--- src/rtl/hilo_muldiv_unit.sv ---
// hilo_muldiv_unit: iterative MULT/MULTU/DIV/DIVU engine driving the HI/LO write port.
//   clk, reset (async, active-high)
//   start, op[1:0] (00 MULT, 01 MULTU, 10 DIV, 11 DIVU), rs, rt : request, sampled in IDLE
//   busy : op in flight; done, hi_write, lo_write : one-cycle writeback pulse
//   hi_data, lo_data : product high/low, or remainder/quotient
module hilo_muldiv_unit #(
    parameter int WIDTH = 32
) (
    input  logic             clk,
    input  logic             reset,
    input  logic             start,
    input  logic [1:0]       op,
    input  logic [WIDTH-1:0] rs,
    input  logic [WIDTH-1:0] rt,
    output logic             busy,
    output logic             done,
    output logic             hi_write,
    output logic             lo_write,
    output logic [WIDTH-1:0] hi_data,
    output logic [WIDTH-1:0] lo_data
);
    localparam int CW = $clog2(WIDTH);
    localparam logic [WIDTH-1:0] MIN_NEG = {1'b1, {(WIDTH-1){1'b0}}};
    typedef enum logic [1:0] {IDLE, RUN, FIX, WB} state_t;
    state_t             state_q, state_d;
    logic [CW-1:0]      count_q, count_d;
    logic [1:0]         op_q, op_d;
    logic [WIDTH-1:0]   a_q, a_d, b_q, b_d, rs_q, rs_d;
    logic [2*WIDTH-1:0] acc_q, acc_d;
    logic [WIDTH:0]     rem_q, rem_d;
    logic               neg_res_q, neg_res_d, neg_rem_q, neg_rem_d;
    logic               dbz_q, dbz_d, ovf_q, ovf_d;
    logic               busy_q, busy_d, strobe_q, strobe_d;
    logic [WIDTH-1:0]   hi_data_q, hi_data_d, lo_data_q, lo_data_d;
    logic               rs_neg, rt_neg;
    logic [WIDTH:0]     psum;
    logic [WIDTH+1:0]   shifted, diff;
    logic [2*WIDTH-1:0] prod_fix;
    logic [WIDTH-1:0]   quo_fix, rem_fix;
    always_comb begin
        state_d   = state_q;
        count_d   = count_q;
        op_d      = op_q;
        a_d       = a_q;
        b_d       = b_q;
        rs_d      = rs_q;
        acc_d     = acc_q;
        rem_d     = rem_q;
        neg_res_d = neg_res_q;
        neg_rem_d = neg_rem_q;
        dbz_d     = dbz_q;
        ovf_d     = ovf_q;
        busy_d    = busy_q;
        strobe_d  = 1'b0;
        hi_data_d = hi_data_q;
        lo_data_d = lo_data_q;
        rs_neg    = ~op[0] & rs[WIDTH-1];
        rt_neg    = ~op[0] & rt[WIDTH-1];
        // Right-shifting multiply: add the multiplicand into the top half, shift the pair right.
        psum      = {1'b0, acc_q[2*WIDTH-1:WIDTH]} + {1'b0, a_q & {WIDTH{b_q[0]}}};
        // Restoring divide: a_q shifts the dividend out at the top and quotient bits in at the bottom.
        // A negative trial difference shows up as the top bit of the wrapped result.
        shifted   = {rem_q, a_q[WIDTH-1]};
        diff      = shifted - {2'b00, b_q};
        prod_fix  = neg_res_q ? -acc_q : acc_q;
        quo_fix   = neg_res_q ? -a_q : a_q;
        rem_fix   = neg_rem_q ? -rem_q[WIDTH-1:0] : rem_q[WIDTH-1:0];
        case (state_q)
            IDLE: if (start) begin
                state_d   = RUN;
                count_d   = '0;
                op_d      = op;
                a_d       = rs_neg ? -rs : rs;
                b_d       = rt_neg ? -rt : rt;
                rs_d      = rs;
                acc_d     = '0;
                rem_d     = '0;
                neg_res_d = rs_neg ^ rt_neg;
                neg_rem_d = rs_neg;
                dbz_d     = op[1] && rt == '0;
                ovf_d     = op == 2'b10 && rs == MIN_NEG && rt == '1;
                busy_d    = 1'b1;
            end
            RUN: begin
                if (op_q[1]) begin
                    rem_d = diff[WIDTH+1] ? shifted[WIDTH:0] : diff[WIDTH:0];
                    a_d   = {a_q[WIDTH-2:0], ~diff[WIDTH+1]};
                end else begin
                    acc_d = {psum, acc_q[WIDTH-1:1]};
                    b_d   = b_q >> 1;
                end
                count_d = count_q + CW'(1);
                if (count_q == CW'(WIDTH-1)) state_d = FIX;
            end
            FIX: begin
                state_d   = WB;
                strobe_d  = 1'b1;
                hi_data_d = dbz_q ? rs_q : ovf_q ? '0 : op_q[1] ? rem_fix : prod_fix[2*WIDTH-1:WIDTH];
                lo_data_d = dbz_q ? '1 : ovf_q ? MIN_NEG : op_q[1] ? quo_fix : prod_fix[WIDTH-1:0];
            end
            default: begin
                state_d = IDLE;
                busy_d  = 1'b0;
            end
        endcase
    end
    always_ff @(posedge clk or posedge reset) begin
        if (reset) begin
            state_q   <= IDLE;
            count_q   <= '0;
            op_q      <= '0;
            a_q       <= '0;
            b_q       <= '0;
            rs_q      <= '0;
            acc_q     <= '0;
            rem_q     <= '0;
            neg_res_q <= 1'b0;
            neg_rem_q <= 1'b0;
            dbz_q     <= 1'b0;
            ovf_q     <= 1'b0;
            busy_q    <= 1'b0;
            strobe_q  <= 1'b0;
            hi_data_q <= '0;
            lo_data_q <= '0;
        end else begin
            state_q   <= state_d;
            count_q   <= count_d;
            op_q      <= op_d;
            a_q       <= a_d;
            b_q       <= b_d;
            rs_q      <= rs_d;
            acc_q     <= acc_d;
            rem_q     <= rem_d;
            neg_res_q <= neg_res_d;
            neg_rem_q <= neg_rem_d;
            dbz_q     <= dbz_d;
            ovf_q     <= ovf_d;
            busy_q    <= busy_d;
            strobe_q  <= strobe_d;
            hi_data_q <= hi_data_d;
            lo_data_q <= lo_data_d;
        end
    end
    assign busy     = busy_q;
    assign done     = strobe_q;
    assign hi_write = strobe_q;
    assign lo_write = strobe_q;
    assign hi_data  = hi_data_q;
    assign lo_data  = lo_data_q;
endmodule

--- config.mk ---
export PLATFORM = sky130hd
export DESIGN_NAME = hilo_muldiv_unit
export DESIGN_NICKNAME = d
export VERILOG_FILES = /design/src/rtl/hilo_muldiv_unit.sv
export SDC_FILE = /design/constraint.sdc
export NUM_CORES = 1
export LEC_CHECK = 0
export ABC_AREA = 1
export CORE_UTILIZATION = 50
export DETAILED_ROUTE_END_ITERATION = 16
export GPL_TIMING_DRIVEN = 0
export PLACE_DENSITY = 0.71
export SKIP_CTS_REPAIR_TIMING = 1
export SLEW_MARGIN = 20
export SYNTH_ARGS = -nofsm -noshare
export SYNTH_HDL_FRONTEND = slang
export SYNTH_SLANG_ARGS = --single-unit
--- constraint.sdc ---
create_clock -name clk -period 29.3 [get_ports clk]
set_input_delay 8.79 -clock clk [delete_from_list [all_inputs] [get_ports clk]]
set_output_delay 8.79 -clock clk [all_outputs]
set_load 0.02 [all_outputs]
==> After elaboration in Yosys (flattened, before gate mapping) <==
Cells that the tools add are included.
{ "op_classes": {"addsub": 8, "n_eq_ne": 10, "mux": 32, "n_bitwise": 7, "n_reduce_logical": 13} }
{ "op_table": {"columns": ["cell", "n"], "rows": [
  ["32-bit 2-to-1 mux", 14],
  ["64-bit 2-to-1 mux", 3],
  ["32-bit negator", 4],
  ["32-bit one-hot mux with 2 select lines", 2],
  ["64-bit one-hot mux with 2 select lines", 1],
  ["33-bit 2-to-1 mux", 3],
  ["33-bit one-hot mux with 2 select lines", 1],
  ["32-bit == test, second input constant", 2],
  ["64-bit negator", 1],
  ["34-bit by 32-bit subtractor with 34-bit output", 1],
  ["32-bit by 32-bit adder with 33-bit output", 1],
  ["32-bit AND", 1],
  ["32-bit zero test", 1],
  ["5-bit one-hot mux with 2 select lines", 1],
  ["2-bit inequality test, second input constant", 4],
  ["2-bit AND reduction", 4],
  ["2-bit one-hot mux with 3 select lines", 1],
  ["3-bit AND reduction", 2],
  ["5-bit by 1-bit adder with 5-bit output, second input constant", 1],
  ["5-bit == test, second input constant", 1],
  ["5-bit 2-to-1 mux", 1],
  ["2-bit == test, second input constant", 2],
  ["2-bit 2-to-1 mux", 2],
  ["1-bit logical AND", 3],
  ["9 further kinds", 13]
]} }
{ "word_totals": {"reg_bits": 272, "inputBits": 69, "out_inout_bits": 68, "word_cells": 86} }

==> Depth between registers and ports, before layout <==
Gate-level depths: netlist (run 1).
{ "depth": {"ltp_word": 5, "depth_mapped": 18, "mapped_depth_nobuf": 17} }

==> Least setup slack after synthesis (run 1) <==
No wires, ideal clock.
{ "synth_path": {"kind": "input port to flip-flop", "startpoint": "input port rs[0]", "endpoint": "register a_q[26]", "setup_time_ps": 129, "arrival_time_ps": 10120, "required_ps": 29171, "setup_slack_ps": 19051, "cell_stages": 13, "n_path_buf": 0, "cell_sequence": "inv_1 -> ha_1 -> nand3_1 -> inv_1 -> nand2_1 -> nor2_2 -> nand4_1 -> nand2_1 -> o21ai_1 -> nand2_1 -> nand2_1 -> o21ai_0 -> o21ai_0"} }
{ "synth_via": {"elab_chain_cells": 4} }
{ "synth_lines": {"columns": ["element", "line", "source"], "rows": [
  ["from (decl)", "13", "input logic [WIDTH-1:0] rs,"],
  ["32-bit negator", "73", "a_d = rs_neg ? -rs : rs;"],
  ["32-bit 2-to-1 mux", "73", null],
  ["32-bit 2-to-1 mux", "69", "IDLE: if (start) begin"],
  ["32-bit one-hot mux with 2 select lines", "68", "case (state_q)"],
  ["to (signal assigned)", "112", "a_q <= '0;"],
  ["to (signal assigned)", "129", "a_q <= a_d;"],
  ["to (decl)", "28", "logic [WIDTH-1:0] a_q, a_d, b_q, b_d, rs_q, rs_d;"]
]} }
No other way between the ends. The select of a mux whose other input is x is not followed.
A chain may end at the register's enable or synchronous reset.

==> Worst setup path in the final report (run 1) <==
{ "layout_path": {"startpoint": "input port start", "endpoint": "register a_q[31]"} }
{ "layout_via": {"elab_chain_cells": 2} }
{ "layout_lines": {"columns": ["element", "line", "source"], "rows": [
  ["from (decl)", "11", "input logic start,"],
  ["2-bit inequality test (no source line)", null, null],
  ["3-bit AND reduction (no source line)", null, null]
]} }
No other way between the ends.

==> flow_summary.toml, run 1 <==
[yosys]
synthArstFlopShare_pct = 100.0
synth_most_common_cell = "nand2_1"
muxShareOfSynthArea_pct = 0
ys_types = 51
synthTopCellsByArea = "dfrtp_1 31%, nand2_1 16%, nand3_1 8.5%"
yosys_warnings = 0
synth_fa_ha_area_share_pct = 4.476
synth_common_cells = "928 x nand2_1, 416 x inv_1, 411 x nor2_1, 374 x nand3_1, 292 x a21oi_1"
synthFlopType = "dfrtp_1"
synth_compound_area_share_pct = 17.27
synth_top_area_cell = "dfrtp_1"
syn_avg_cell_area_um2 = 6.293
synth_seq_area_share_pct = 30.63
yosysTopAreaCellShare_pct = 30.63
ys_ff_latch = 271
yosys.area_share.simple_pct = 36.56
synth_area_um2 = 22140
netlist_instances = 3518
syn_nets = 3665
synth_top_family_by_area = "simple AND/OR/NAND/NOR gates"
synth_edf_count = 0
synth_xor_area_share_pct = 1.385

[global_route]
grt.total_usage_pct = 42.19
grt.overflow.total = 0
grt_max_degree = 107
antenna_found_initial = 2
grt_pass1_wl_um = 141600
grt_pass1_vias = 23570

[critical_path]
r2r_slack_ps = 25710
criticalPathCategory = "in2reg"
crit_path_start_kind = "input port"
critPathBufInv = 2
crit_slowest_cell = "clkbuf_1"
cp.required_ps = 29800
path_cells = "clkdlybuf4s50_1 -> nand2_1 -> nor2_1 -> nor2_1 -> clkbuf_1 -> a21oi_1 -> a22oi_1"
cp_common_cell = "nor2_1"
critPathMaxStageDelay_ps = 690
cp_top_family = "simple AND/OR/NAND/NOR gates"
critPathMaxFanout = 10
end_kind = "flop"
cp.arrival_ps = 11590

[die]
die_h_um = 212.4
coreArea_um2 = 43360
start_util_pct = 51.06
rows = 76
pin_count = 137
dieArea_um2 = 45120
chipWidth_um = 212.4

[sta]
finalCriticalPeriod_ps = 11090
finalCritPeriodShare_pct = 37.84
drv_slew = 0
fin_ws_ps = 18210
setup_violations = 0
max_slew_margin_pct = 15.08
finalHoldViolCount = 0
fmax_mhz = 90.19
finalSetupTns_ps = 0
tightest_slew_ps = 1274
grt_setup_unrepaired = "no"
fin_skew_ps = 21.42

[finish]
n_fill_cell = 4438
drive_gt1_share_pct = 4.281
instances_no_fill = 4299
insertedDiodeCount = 0
nets = 3836
syn_to_final_growth_pct = 14.60

[drt]
wirelength_um = 95590
drt-initial-drc-count = 3015
vias = 25240
vias_per_cell = 5.871
ant_nets = 0
drc = 0
drt_pass1_iterations = 10
wl_per_cell_um = 22.24

[clock_network]
path_clk_slew_ps = 60
clock_latency_ps = 610
cts_buffers = 31
cts-root-buf = "clkbuf_16"
clock_path_buffers = 3
htree_num_levels = 1
cts_sinks = 271
cts_tree = "done"

[place]
hpwlAfterDp_um = 77470
place_congestion = 1.037
pre_cts_ws_ps = 17720
port_buffers = 136
dp_cells = 4241

[status]
outcome = "complete, no violations"

[hold_path]
hp-class = "reg2reg"

[flow_run]
maxCapViolations = 0
[area by class of cell]
cell class	instances	area [um2]	share of cell area, %
Clock inverter	16	200.2	0.7890
Timing Repair Buffer	138	1416	5.582
Tap cell	585	732.0	2.885
Buffer	125	531.8	2.096
Inverter	429	1618	6.376
Clock buffer	42	877.1	3.457
Sequential cell	271	6782	26.73
Multi-Input combinational cell	2693	13220	52.09
[state kept, by name, indices dropped and copies added, names as in the netlist]
signal	flops
lo_data	32
neg_res_q	1
count_q	5
done	1
rs_q	32
neg_rem_q	1
ovf_q	1
op_q	1
dbz_q	1
state_q	2
hi_data	32
acc_q	64
rem_q	33
a_q	32
busy	1
b_q	32
[placed cells by master (no fill, tap or decap), types with 6 or more instances in the layout]
cell             Yosys  layout
nand2_1            928     928
inv_1              416     415
nor2_1             411     411
nand3_1            374     374
a21oi_1            292     292
dfrtp_1            271     271
o21ai_0            266     266
clkdlybuf4s50_1      0     136
clkbuf_1            92      97
ha_1                76      76
o22ai_1             42      42
nand4_1             39      39
nor3_1              31      31
clkbuf_16            0      31
o211ai_1            20      20
buf_2               19      19
o221ai_1            19      19
o21ai_1             18      18
xnor2_1             18      18
xor2_1              17      17
nand2_4             16      16
nand3b_1            15      15
nor2_2              12      12
nand3_2             12      12
nor4_1              12      12
a31oi_1             10      10
inv_2               10      10
o21bai_1            10      10
or2_2                9       9
buf_1                8       8
o31ai_1              6       6
a21o_1               6       6
clkbuf_8             0       6
clkinv_2             0       6
[tightest hold or removal path, cell delays in order, from the launching register on]
cell and delay, ps:
dfrtp_1 350, nand2_1 50, o21ai_0 60
[routing by layer]
| layer | share of wire [%] | global-route usage [%] |
|---|---|---|
| met4 | 7.9 | 28.70 |
| met3 | 8.3 | 6.322 |
| met5 | 0.022 | 0 |
| met1 | 40 | 52.86 |
| met2 | 44 | 67.14 |
[worst paths after layout]
check                      startpoint           to  cells past startpoint
setup / recovery                start      a_q[31]                      7
hold / removal                rs_q[2]      rs_q[2]                      2
setup reg to reg               b_q[0]    acc_q[61]                     15
hold reg to reg               rs_q[2]      rs_q[2]                      2
max in group asynchronous       reset  hi_data[29]                      3
min in group asynchronous       reset    acc_q[12]                      2
[cells by family (layout without fill, tap and decap cells)]
| family | after synthesis | in the layout |
|---|---|---|
| DFF | 271 | 271 |
| adders and majority gates | 78 | 78 |
| and+or+nand+nor | 1875 | 1875 |
| xor gates and xnor gates | 35 | 35 |
| AOI/OAI and AO/OA | 705 | 705 |
| buffers and inverters | 554 | 750 |
[metrics by stage]
step           utilization, %  hold slack, ps  area, um2
2_1_floorplan               -           449.0      22140
3_3_place_gp            55.88           465.9      24230
6_report                58.51           488.2      25370
3_5_place_dp            56.03           470.0      24290
5_1_grt                 58.51           503.0      25370
4_1_cts                 58.51           490.0      25370
Power of run 1 is left out: the tool's default activity adds up to more than one toggle a clock period on the data nets, which glitch-free logic cannot reach.
==> run 2: changes to the inputs <==
Clock period 29.3 ns to 11.15 ns, I/O delays scaled along.
==> results of run 2 <==
Same layout as run 1 (identical final DEF). Status: complete, no violations.
Main changes from that run: setup slack after placement 17720 ps -> 5015 ps; setup slack after layout 18210 ps -> 5508 ps; register-to-register setup slack 25710 ps -> 7560 ps
Power of run 2 is left out for the same reason.
